===== src/rtl/vga_write_arbiter.sv =====
// vga_write_arbiter: shares the vga_adapter pixel-write port between the shape
// drawer (requester 0) and the cursor drawer (requester 1), with a built-in
// full-screen clear sweep that takes absolute priority over both.
module vga_write_arbiter #(
    parameter int unsigned X_MAX        = 160,
    parameter int unsigned Y_MAX        = 120,
    parameter logic [2:0]  CLEAR_COLOUR = 3'b000
) (
    input  logic       clock,
    input  logic       resetn,
    input  logic       clear_start,
    input  logic       req0,
    input  logic       req1,
    input  logic [7:0] x0,
    input  logic [7:0] x1,
    input  logic [6:0] y0,
    input  logic [6:0] y1,
    input  logic [2:0] c0,
    input  logic [2:0] c1,
    output logic       gnt0,
    output logic       gnt1,
    output logic [7:0] vga_x,
    output logic [6:0] vga_y,
    output logic [2:0] vga_colour,
    output logic       vga_plot,
    output logic       busy,
    output logic       clear_done
);

    typedef enum logic {RUN, CLEAR} state_t;

    localparam logic [8:0] X_LIM = 9'(X_MAX);
    localparam logic [7:0] Y_LIM = 8'(Y_MAX);
    localparam logic [7:0] X_END = 8'(X_MAX - 1);
    localparam logic [6:0] Y_END = 7'(Y_MAX - 1);

    state_t     state;
    logic       prio;
    logic [7:0] cx;
    logic [6:0] cy;
    logic       sweep_last;

    logic       run_ok;
    logic [7:0] sel_x;
    logic [6:0] sel_y;
    logic [2:0] sel_c;
    logic       sel_in_range;

    // Grant decision and selection of the granted requester's pixel.
    always_comb begin
        run_ok       = resetn && (state == RUN) && !clear_start;
        gnt0         = run_ok && req0 && (!req1 || !prio);
        gnt1         = run_ok && req1 && (!req0 || prio);
        sel_x        = gnt1 ? x1 : x0;
        sel_y        = gnt1 ? y1 : y0;
        sel_c        = gnt1 ? c1 : c0;
        sel_in_range = ({1'b0, sel_x} < X_LIM) && ({1'b0, sel_y} < Y_LIM);
    end

    assign busy = (state == CLEAR);

    // Arbitration state, clear sweep counters and the registered write port.
    always_ff @(posedge clock or negedge resetn) begin
        if (!resetn) begin
            state      <= RUN;
            prio       <= 1'b0;
            cx         <= '0;
            cy         <= '0;
            sweep_last <= 1'b0;
            vga_x      <= '0;
            vga_y      <= '0;
            vga_colour <= '0;
            vga_plot   <= 1'b0;
            clear_done <= 1'b0;
        end else begin
            clear_done <= 1'b0;
            vga_plot   <= 1'b0;
            case (state)
                RUN: begin
                    if (clear_start) begin
                        state <= CLEAR;
                    end else if (gnt0 || gnt1) begin
                        vga_x      <= sel_x;
                        vga_y      <= sel_y;
                        vga_colour <= sel_c;
                        vga_plot   <= sel_in_range;
                        prio       <= gnt0;
                    end
                end
                CLEAR: begin
                    // The last pixel is written one edge before busy drops, so one
                    // extra CLEAR cycle (sweep_last) separates it from clear_done.
                    if (sweep_last) begin
                        state      <= RUN;
                        sweep_last <= 1'b0;
                        clear_done <= 1'b1;
                    end else begin
                        vga_x      <= cx;
                        vga_y      <= cy;
                        vga_colour <= CLEAR_COLOUR;
                        vga_plot   <= 1'b1;
                        if (cx == X_END) begin
                            cx <= '0;
                            if (cy == Y_END) begin
                                cy         <= '0;
                                sweep_last <= 1'b1;
                            end else begin
                                cy <= cy + 7'd1;
                            end
                        end else begin
                            cx <= cx + 8'd1;
                        end
                    end
                end
                default: state <= RUN;
            endcase
        end
    end

endmodule


===== config.mk =====
export PLATFORM = sky130hd
export DESIGN_NAME = vga_write_arbiter
export DESIGN_NICKNAME = d
export VERILOG_FILES = /design/src/rtl/vga_write_arbiter.sv
export SDC_FILE = /design/constraint.sdc
export NUM_CORES = 1
export LEC_CHECK = 0
export CORE_MARGIN = 5
export CORE_UTILIZATION = 51
export CTS_CLUSTER_SIZE = 24
export DETAILED_ROUTE_END_ITERATION = 12
export MAX_ROUTING_LAYER = met4
export PLACE_DENSITY = 0.85
export SETUP_SLACK_MARGIN = 0.3
export SYNTH_ARGS = -nofsm -noshare
export SYNTH_HDL_FRONTEND = slang
export SYNTH_SLANG_ARGS = --single-unit

===== constraint.sdc =====
create_clock -name clock -period 3 [get_ports clock]
set_input_delay 0.9 -clock clock [delete_from_list [all_inputs] [get_ports clock]]
set_output_delay 0.9 -clock clock [all_outputs]
set_load 0.02 [all_outputs]

# [After elaboration in Yosys (flattened, before gate mapping)]
# Cells that the tools add are included.
[classes] reduce_logical=18 n_lt_le_gt_ge=2 eq_ne=5 addsub=2 mux=28 n_bitwise=3
[ops] cell="2-to-1 mux 8 bit" n=5
[ops] cell="2-to-1 mux 7 bit" n=5
[ops] cell="one-hot mux 8 bit (2 select lines)" n=1
[ops] cell="one-hot mux 7 bit (2 select lines)" n=1
[ops] cell="2-to-1 mux 3 bit" n=4
[ops] cell="2-to-1 mux 1 bit" n=9
[ops] cell="AND reduction 3 bit" n=3
[ops] cell="adder 8 x 1 -> 8 bit (second input constant)" n=1
[ops] cell="equality test 8 bit (second input constant)" n=1
[ops] cell="less-than comparator 8 bit (second input constant)" n=1
[ops] cell="adder 7 x 1 -> 7 bit (second input constant)" n=1
[ops] cell="equality test 7 bit (second input constant)" n=1
[ops] cell="logical AND 1 bit" n=7
[ops] cell="less-than comparator 7 bit (second input constant)" n=1
[ops] cell="one-hot mux 3 bit (2 select lines)" n=1
[ops] cell="zero test 1 bit" n=4
[ops] cell="inequality test 2 bit (second input constant)" n=2
[ops] cell="one-hot mux 1 bit (2 select lines)" n=2
[ops] cell="logical OR 1 bit" n=3
[ops] cell="NOT 1 bit" n=3
[ops] cell="inequality test 2 x 1 -> 1 bit (second input constant)" n=1
[ops] cell="AND reduction 2 bit" n=1
[totals] out_inout_bits=23 wordCells=68 inputBits=41 register_bits=38

# [Longest topological paths before layout]
# Gate-level depths: netlist (run 1).
[logic_depth] ltp_word=11 ltp_mapped=7 depth_no_buf=5

# [Worst setup path before layout (run 1)]
# OpenSTA, ideal clock, no wires.
[synth_path] path_type="in2out" start="input req0" end="output gnt1" n_path_buf=2 arrival_time_ps=1696 setup_slack_ps=404 stages=5 required_ps=2100 cell_sequence="nor2b_1 clkbuf_1 nand3b_1 buf_2 inv_1"
[synth_via] elab_chain_len=3
[synth_lines] element="start: declaration" line="12" rtl="input logic req0,"
[synth_lines] element="zero test 1 bit" line="53" rtl="gnt1 = run_ok && req1 && (!req0 || prio);"
[synth_lines] element="logical OR 1 bit" line="53"
[synth_lines] element="logical AND 1 bit" line="53"
[synth_lines] element="end: declaration" line="21" rtl="output logic gnt1,"
# No other way between the ends.

# [Final worst setup path (run 1)]
[layout_path] start="input clear_start" end="output gnt0"
[layout_via] elab_chain_len=4
[layout_lines] element="start: declaration" line="11" rtl="input logic clear_start,"
[layout_lines] element="zero test 1 bit" line="51" rtl="run_ok = resetn && (state == RUN) && !clear_start;"
[layout_lines] element="logical AND 1 bit" line="51"
[layout_lines] element="logical AND 1 bit (2 in a row)" line="52" rtl="gnt0 = run_ok && req0 && (!req1 || !prio);"
[layout_lines] element="end: declaration" line="20" rtl="output logic gnt0,"
# No other way between the ends.

==> results of run 1 <==
[cell families after synthesis]
logic type | Yosys count | share of synthesized area, %
DFF | 38 | 43.9
AOI/OAI and AO/OA | 53 | 18.4
adders and majority gates | 2 | 1.16
and+or+nand+nor | 113 | 27.8
buffers and inverters | 23 | 4.97
xor gates and xnor gates | 6 | 2.43
muxes | 3 | 1.39
[stage by stage]
stage	instances	setup TNS [ns]	util [%]	setup slack [ns]
after floorplan	238	0	-	0.404
after global placement	343	-0.614	70.2	-0.310
after detailed placement	343	-0.649	70.2	-0.326
after CTS	352	0	72.6	0.327
after global routing	353	0	72.8	0.296
final	353	0	72.8	0.345
[sequential cells by signal, summed over array words and instances (netlist names)]
name and flops:
busy 1, clear_done 1, cx 8, cy 7, prio 1, sweep_last 1, vga_colour 3, vga_plot 1
vga_x 8, vga_y 7
[synthesized netlist by cell type, drive strengths merged (2+ instances only)]
| library cell | instances |
|---|---|
| mux2i | 3 |
| or3b | 2 |
| nor3 | 17 |
| nor2 | 4 |
| ha | 2 |
| clkbuf | 10 |
| nor2b | 16 |
| a31oi | 2 |
| buf | 9 |
| nand2b | 2 |
| and3 | 2 |
| a21oi | 6 |
| o22ai | 2 |
| nand3 | 11 |
| o31ai | 15 |
| nand4 | 7 |
| nand2 | 44 |
| o21ai | 10 |
| xnor2 | 6 |
| inv | 4 |
| a211oi | 14 |
| dfrtp | 38 |
[worst max-delay path, stage by stage]
cell and delay (ns):
sky130_fd_sc_hd__dlygate4sd2_1 0.27, sky130_fd_sc_hd__nor3b_2 0.23, sky130_fd_sc_hd__and3_1 0.22, sky130_fd_sc_hd__buf_4 0.15
[path summary, 6_finish.rpt]
kind / depth (start not counted) / start / slack (ns) / endpoint
setup / recovery: 4 / clear_start / 0.35 / gnt0
hold / removal: 2 / vga_y[0] / 0.48 / vga_y[0]
setup reg to reg: 5 / busy / 0.99 / vga_y[5]
hold reg to reg: 2 / vga_y[0] / 0.48 / vga_y[0]
max in group asynchronous: 3 / resetn / 1.85 / vga_y[1]
min in group asynchronous: 3 / resetn / 0.81 / cx[0]
[report_power, final]
group	switching, mW	internal, mW
clock network	0.195	0.185
logic	0.0353	0.0531
registers	0.000514	0.512
total	0.231	0.750
[layer usage]
metal	global-route usage, %	wire, µm	vias to the layer above
met5	-	0	-
met4	8.74	113	0
met3	6.54	427	11
met2	37.8	2910	71
met1	30.0	2360	967
li1	-	-	977
[cell usage in the layout, fill, tap and decap left out, types with 2 or more instances in the layout]
| cell type | instances |
|---|---|
| sky130_fd_sc_hd__ha_1 | 2 |
| sky130_fd_sc_hd__nand4_1 | 7 |
| sky130_fd_sc_hd__xnor2_1 | 6 |
| sky130_fd_sc_hd__o21ai_0 | 10 |
| sky130_fd_sc_hd__and3_1 | 2 |
| sky130_fd_sc_hd__o31ai_1 | 7 |
| sky130_fd_sc_hd__dlygate4sd2_1 | 3 |
| sky130_fd_sc_hd__o22ai_1 | 2 |
| sky130_fd_sc_hd__clkbuf_8 | 6 |
| sky130_fd_sc_hd__o31ai_2 | 8 |
| sky130_fd_sc_hd__nor2b_1 | 15 |
| sky130_fd_sc_hd__nand2_1 | 44 |
| sky130_fd_sc_hd__inv_1 | 3 |
| sky130_fd_sc_hd__clkdlybuf4s50_1 | 57 |
| sky130_fd_sc_hd__nor3_1 | 15 |
| sky130_fd_sc_hd__a21oi_1 | 5 |
| sky130_fd_sc_hd__nor2_1 | 4 |
| sky130_fd_sc_hd__a31oi_1 | 2 |
| sky130_fd_sc_hd__nand3_1 | 10 |
| sky130_fd_sc_hd__nor3_2 | 2 |
| sky130_fd_sc_hd__mux2i_1 | 3 |
| sky130_fd_sc_hd__dfrtp_1 | 38 |
| sky130_fd_sc_hd__buf_4 | 14 |
| sky130_fd_sc_hd__a211oi_1 | 14 |
| sky130_fd_sc_hd__nand2b_1 | 2 |
[repair_timing]
action	4_1_cts	5_1_grt
setup endpoints to repair	2	2
gates cloned	0	0
endpoints found under the hold margin	0	0
resized for setup	16	0
pin swaps	2	1
setup buffers	1	1
[cell type report]
cell class	count	share of cell area, %
multi-input cells	177	37.7
well taps	50	2.12
clock inverters	2	0.423
clock buffers	6	2.79
inverters	4	0.508
flip-flops and latches	38	32.2
repair buffers	76	24.3
==> run_summary.xml, run 1 <==
<?xml version="1.0" encoding="UTF-8"?>
<metrics>
  <group name="worst_setup_path">
    <metric name="critPathLaunchType" unit="">input port</metric>
    <metric name="arrival_time_worst_endpoint" unit="ns">1.75</metric>
    <metric name="timing.critical_path.to_type" unit="">output pin</metric>
    <metric name="cp_max_fo" unit="">3</metric>
    <metric name="critical_path_class" unit="">input port to output pin</metric>
    <metric name="critical_path_required" unit="ns">2.10</metric>
  </group>
  <group name="synth">
    <metric name="synthFlopType" unit="">sky130_fd_sc_hd__dfrtp_1</metric>
    <metric name="synth-seq-area-share" unit="%">43.9</metric>
    <metric name="synth_top_cells_by_area" unit="">sky130_fd_sc_hd__dfrtp_1 (44%), sky130_fd_sc_hd__nand2_1 (7.6%), sky130_fd_sc_hd__a211oi_1 (4.9%)</metric>
    <metric name="synth-edff-count" unit="">0</metric>
    <metric name="synth_area" unit="µm²">2170</metric>
    <metric name="netlist.area_leader.share" unit="%">43.9</metric>
    <metric name="post_synth_inst_count" unit="">238</metric>
    <metric name="async_reset_ff_share" unit="%">100</metric>
    <metric name="synth.ff_latch_count" unit="">38</metric>
    <metric name="ys.warnings.count" unit="">0</metric>
    <metric name="synth_fp_nets" unit="">281</metric>
    <metric name="netlist.top_cell.by_area" unit="">sky130_fd_sc_hd__dfrtp_1</metric>
    <metric name="syn_area_per_cell" unit="µm²">9.10</metric>
    <metric name="count_of_distinct_cell_types_in_the_synthesized_netlist" unit="">41</metric>
  </group>
  <group name="global_route">
    <metric name="grt_pass1_wl" unit="µm">9890</metric>
    <metric name="gr-usage-all-layers" unit="%">24.1</metric>
    <metric name="grt_antenna_before_repair" unit="">0</metric>
    <metric name="grt_start_max_net_pins" unit="">39</metric>
    <metric name="grt_pass1_vias" unit="">1989</metric>
    <metric name="total_global_routing_overflow" unit="">0</metric>
  </group>
  <group name="power_and_ir_drop">
    <metric name="worst_ir_drop_vdd" unit="µV">234</metric>
    <metric name="pwr_density_cell" unit="nW/µm²">332</metric>
    <metric name="p_leak" unit="nW">1.22</metric>
    <metric name="totalPowerFinal" unit="mW">0.981</metric>
  </group>
  <group name="cts">
    <metric name="clock_tree.htree_level_count" unit="">2</metric>
    <metric name="clockRootBuffer" unit="">sky130_fd_sc_hd__clkbuf_8</metric>
    <metric name="worstSkewPairLatency" unit="ns">0.30</metric>
    <metric name="worst_path_clk_slew" unit="ns">0.08</metric>
    <metric name="cts_tree" unit="">yes</metric>
    <metric name="clock-sinks" unit="">38</metric>
    <metric name="tritoncts.num_buffers" unit="">5</metric>
    <metric name="max-clock-path-buffers" unit="">2</metric>
    <metric name="cts_hold_buffers" unit="">0</metric>
  </group>
  <group name="sta">
    <metric name="timing.clock.skew" unit="ns">0.0104</metric>
    <metric name="finalHoldWorstSlack" unit="ns">0.479</metric>
    <metric name="setup-violations-final" unit="">0</metric>
    <metric name="final_period_minus_worst_setup_slack" unit="ns">2.65</metric>
    <metric name="max-slew-margin-rel" unit="%">64.7</metric>
    <metric name="fin_crit_sh" unit="%">88.5</metric>
    <metric name="fmax" unit="MHz">377</metric>
    <metric name="timing_worst_slew_pin_value" unit="ns">0.530</metric>
    <metric name="report.final.hold_viol_count" unit="">0</metric>
    <metric name="rsz0062_at_grt" unit="">false</metric>
    <metric name="number_of_slew_limit_violations_in_the_final_report" unit="">0</metric>
  </group>
  <group name="layout">
    <metric name="final_cell_area" unit="µm²">2960</metric>
    <metric name="finish.net_count" unit="">345</metric>
    <metric name="fill_cells" unit="">325</metric>
    <metric name="ratio_of_cells_with_drive_above_1_in_the_final_layout" unit="%">14.2</metric>
    <metric name="insertedDiodeCount" unit="">0</metric>
    <metric name="area_delta_synth_final" unit="%">36.5</metric>
    <metric name="multiInputGateArea" unit="µm²">1110</metric>
    <metric name="ff_latch_area" unit="µm²">951</metric>
  </group>
  <group name="die">
    <metric name="initial_utilization" unit="%">53.4</metric>
    <metric name="die_height" unit="µm">75.2</metric>
    <metric name="placeableCoreArea" unit="µm²">4060</metric>
    <metric name="dieArea" unit="µm²">5650</metric>
    <metric name="pin_count" unit="">64</metric>
    <metric name="fp-row-count" unit="">23</metric>
    <metric name="dieWidth" unit="µm">75.2</metric>
  </group>
  <group name="route">
    <metric name="drt-wirelength-per-cell" unit="µm">16.5</metric>
    <metric name="dr.pass1.iters" unit="">4</metric>
    <metric name="routed_via_density" unit="">5.74</metric>
    <metric name="drcViolationCount" unit="">0</metric>
    <metric name="drt_iter0_markers" unit="">198</metric>
    <metric name="routed_via_count" unit="">2026</metric>
    <metric name="route.antenna.remaining_nets" unit="">0</metric>
    <metric name="wl" unit="µm">5820</metric>
  </group>
  <group name="placed_design">
    <metric name="portBuffers" unit="">63</metric>
    <metric name="dp.final_hpwl" unit="µm">4200</metric>
    <metric name="detailed_place.area" unit="µm²">2850</metric>
    <metric name="place.gp.congestion" unit="">0.861</metric>
  </group>
  <group name="status">
    <metric name="outcome" unit="">finished clean</metric>
  </group>
  <group name="job">
    <metric name="max-cap-violations" unit="">0</metric>
  </group>
  <group name="min_path">
    <metric name="worstHoldPathType" unit="">flop to flop</metric>
  </group>
</metrics>
No activity file was read; power rests on OpenSTA's default activity.
==> run 2, diff against run 1 <==
--- a/config.mk
+++ b/config.mk
@@ -7,6 +7,7 @@
 export LEC_CHECK = 0
 export CORE_MARGIN = 5
 export CORE_UTILIZATION = 51
+export CTS_CLUSTER_DIAMETER = 50
 export CTS_CLUSTER_SIZE = 24
 export DETAILED_ROUTE_END_ITERATION = 12
 export MAX_ROUTING_LAYER = met4
@@ -15,3 +16,4 @@
 export SYNTH_ARGS = -nofsm -noshare
 export SYNTH_HDL_FRONTEND = slang
 export SYNTH_SLANG_ARGS = --single-unit
+export TNS_END_PERCENT = 50
==> run 2 against run 1 <==
Clock power barely moved. Core utilization rose by 0.092 points. Count of clock-buffer cells in the layout did not move.
==> run_summary.xml, run 2 (same netlist as run 1, synthesis figures left out) <==
<?xml version="1.0" encoding="UTF-8"?>
<metrics>
  <group name="cts">
    <metric name="worst_path_clk_slew" unit="ns">0.08</metric>
    <metric name="cts_hold_buffers" unit="">0</metric>
    <metric name="tritoncts.num_buffers" unit="">5</metric>
    <metric name="cts_tree" unit="">yes</metric>
    <metric name="worstSkewPairLatency" unit="ns">0.30</metric>
    <metric name="max-clock-path-buffers" unit="">2</metric>
    <metric name="clock_tree.htree_level_count" unit="">2</metric>
    <metric name="clock-sinks" unit="">38</metric>
    <metric name="clockRootBuffer" unit="">sky130_fd_sc_hd__clkbuf_8</metric>
  </group>
  <group name="placed_design">
    <metric name="pre_cts_ws" unit="ns">-0.326</metric>
    <metric name="dp.final_hpwl" unit="µm">4200</metric>
    <metric name="place.gp.congestion" unit="">0.861</metric>
    <metric name="portBuffers" unit="">63</metric>
  </group>
  <group name="sta">
    <metric name="max-slew-margin-rel" unit="%">64.7</metric>
    <metric name="fmax" unit="MHz">377</metric>
    <metric name="rsz0062_at_grt" unit="">false</metric>
    <metric name="timing.clock.skew" unit="ns">0.0104</metric>
    <metric name="setup-violations-final" unit="">0</metric>
    <metric name="number_of_slew_limit_violations_in_the_final_report" unit="">0</metric>
    <metric name="final_period_minus_worst_setup_slack" unit="ns">2.65</metric>
    <metric name="worst_slack" unit="ns">0.345</metric>
    <metric name="timing_worst_slew_pin_value" unit="ns">0.530</metric>
    <metric name="fin_crit_sh" unit="%">88.5</metric>
    <metric name="report.final.hold_viol_count" unit="">0</metric>
  </group>
  <group name="power_and_ir_drop">
    <metric name="p_comb_share" unit="%">9.0</metric>
    <metric name="p_clk_share" unit="%">38.7</metric>
    <metric name="intPower" unit="mW">0.750</metric>
    <metric name="totalPowerFinal" unit="mW">0.981</metric>
    <metric name="p_switching" unit="mW">0.231</metric>
    <metric name="worst_ir_drop_vdd" unit="µV">234</metric>
    <metric name="p_leak" unit="nW">1.23</metric>
    <metric name="pwr_density_cell" unit="nW/µm²">332</metric>
    <metric name="power_switching_share" unit="%">23.5</metric>
    <metric name="share_seq_of_total_power" unit="%">52.2</metric>
  </group>
  <group name="route">
    <metric name="drt_iter0_markers" unit="">198</metric>
    <metric name="dr.pass1.iters" unit="">4</metric>
    <metric name="route.antenna.remaining_nets" unit="">0</metric>
    <metric name="drt-wirelength-per-cell" unit="µm">16.5</metric>
    <metric name="routed_via_count" unit="">2025</metric>
    <metric name="wl" unit="µm">5820</metric>
    <metric name="drcViolationCount" unit="">0</metric>
    <metric name="routed_via_density" unit="">5.74</metric>
  </group>
  <group name="layout">
    <metric name="mostFrequentLayoutCells" unit="">sky130_fd_sc_hd__clkdlybuf4s50_1 (57), sky130_fd_sc_hd__nand2_1 (44), sky130_fd_sc_hd__dfrtp_1 (38)</metric>
    <metric name="insertedDiodeCount" unit="">0</metric>
    <metric name="finish.net_count" unit="">345</metric>
    <metric name="area_delta_synth_final" unit="%">36.6</metric>
    <metric name="most_common_library_cell_in_the_layout_ignoring_fill_and_taps" unit="">sky130_fd_sc_hd__clkdlybuf4s50_1</metric>
    <metric name="top_regs" unit="">cx (8), vga_x (8)</metric>
    <metric name="ratio_of_cells_with_drive_above_1_in_the_final_layout" unit="%">14.2</metric>
  </group>
  <group name="global_route">
    <metric name="grt_pass1_wl" unit="µm">9890</metric>
    <metric name="grt_pass1_vias" unit="">1989</metric>
    <metric name="gr-usage-all-layers" unit="%">24.1</metric>
    <metric name="grt_start_max_net_pins" unit="">39</metric>
    <metric name="total_global_routing_overflow" unit="">0</metric>
    <metric name="grt_antenna_before_repair" unit="">0</metric>
  </group>
  <group name="worst_setup_path">
    <metric name="critical_path_class" unit="">input port to output pin</metric>
    <metric name="cp_max_fo" unit="">3</metric>
    <metric name="timing.critical_path.to_type" unit="">output pin</metric>
    <metric name="critPathLaunchType" unit="">input port</metric>
    <metric name="critical_path.reg2reg.startpoint" unit="">busy</metric>
    <metric name="r2r_slack" unit="ns">0.99</metric>
    <metric name="arrival_time_worst_endpoint" unit="ns">1.75</metric>
    <metric name="critical_path_required" unit="ns">2.10</metric>
    <metric name="crit-reg2reg-capture" unit="">vga_y[5]</metric>
    <metric name="reg2reg_depth" unit="">5</metric>
  </group>
  <group name="status">
    <metric name="outcome" unit="">finished clean</metric>
  </group>
  <group name="die">
    <metric name="die_height" unit="µm">75.2</metric>
    <metric name="placeableCoreArea" unit="µm²">4060</metric>
    <metric name="dieArea" unit="µm²">5650</metric>
    <metric name="pin_count" unit="">64</metric>
    <metric name="dieWidth" unit="µm">75.2</metric>
    <metric name="initial_utilization" unit="%">53.4</metric>
    <metric name="fp-row-count" unit="">23</metric>
  </group>
  <group name="min_path">
    <metric name="hold_path_end" unit="">vga_y[0]</metric>
    <metric name="hp-start" unit="">vga_y[0]</metric>
    <metric name="holdPathStages" unit="">2</metric>
    <metric name="worstHoldPathType" unit="">flop to flop</metric>
  </group>
  <group name="job">
    <metric name="max-cap-violations" unit="">0</metric>
  </group>
</metrics>
[run 2: area by class of cell]
class,instances,area [µm²]
clock buffers,6,82.6
clock inverters,2,12.5
fillers,325,1100
inverters,4,15.0
multi-input cells,177,1110
flip-flops and latches,38,951
well taps,50,62.6
repair buffers,76,722
[run 2: what timing repair did]
action	4_1_cts	5_1_grt
pin swaps	2	1
setup endpoints to repair	2	2
gates cloned	0	0
hold endpoints to repair	0	0
buffers inserted	1	1
gates resized for setup	15	1
[run 2: worst max-delay path: stages]
cell and delay, ns:
sky130_fd_sc_hd__dlygate4sd2_1 0.27, sky130_fd_sc_hd__nor3b_2 0.23, sky130_fd_sc_hd__and3_1 0.22, sky130_fd_sc_hd__buf_4 0.15
[run 2: worst max path at each step]
stage	startpoint	to	slack (ns)	depth (start not counted)
2_1_floorplan	req0	gnt1	0.40	5
3_3_place_gp	clear_start	gnt0	-0.31	4
3_5_place_dp	clear_start	gnt1	-0.33	5
4_1_cts	req1	gnt0	0.28	4
5_1_grt	clear_start	gnt0	0.30	4
6_report	clear_start	gnt0	0.35	4
[run 2: layer usage]
metal,GRT usage (%),up-vias,share of wire [%]
met5,-,-,0
met4,8.74,0,1.9
met3,6.54,11,7.3
met2,37.8,71,50
met1,30.0,966,41
li1,-,977,-
[run 2: power groups by stage]
stage               clock network, mW  logic [mW]  registers [mW]
floorplan                           0      0.0173           0.523
global placement                    0      0.0887           0.523
detailed placement                  0      0.0895           0.523
CTS                             0.391      0.0894           0.513
global route                    0.414      0.0971           0.513
finish                          0.380      0.0887           0.513
[run 2: through the flow]
step	instances	TNS (ns)	instance area, µm²	utilization, %	hold WS [ns]
finish	353	0	2960	72.9	0.479
global route	353	0	2960	72.9	0.511
CTS	352	0	2950	72.7	0.485
detailed placement	343	-0.649	2850	70.2	0.467
global placement	343	-0.614	2850	70.2	0.461
floorplan	238	0	2170	-	0.458
==> run 3, diff against run 2 <==
--- a/config.mk
+++ b/config.mk
@@ -13,6 +13,7 @@
 export MAX_ROUTING_LAYER = met4
 export PLACE_DENSITY = 0.85
 export SETUP_SLACK_MARGIN = 0.3
+export SLEW_MARGIN = 20
 export SYNTH_ARGS = -nofsm -noshare
 export SYNTH_HDL_FRONTEND = slang
 export SYNTH_SLANG_ARGS = --single-unit
==> results of run 3 <==
The final DEF is identical to that of run 2; final timing and power are the same.
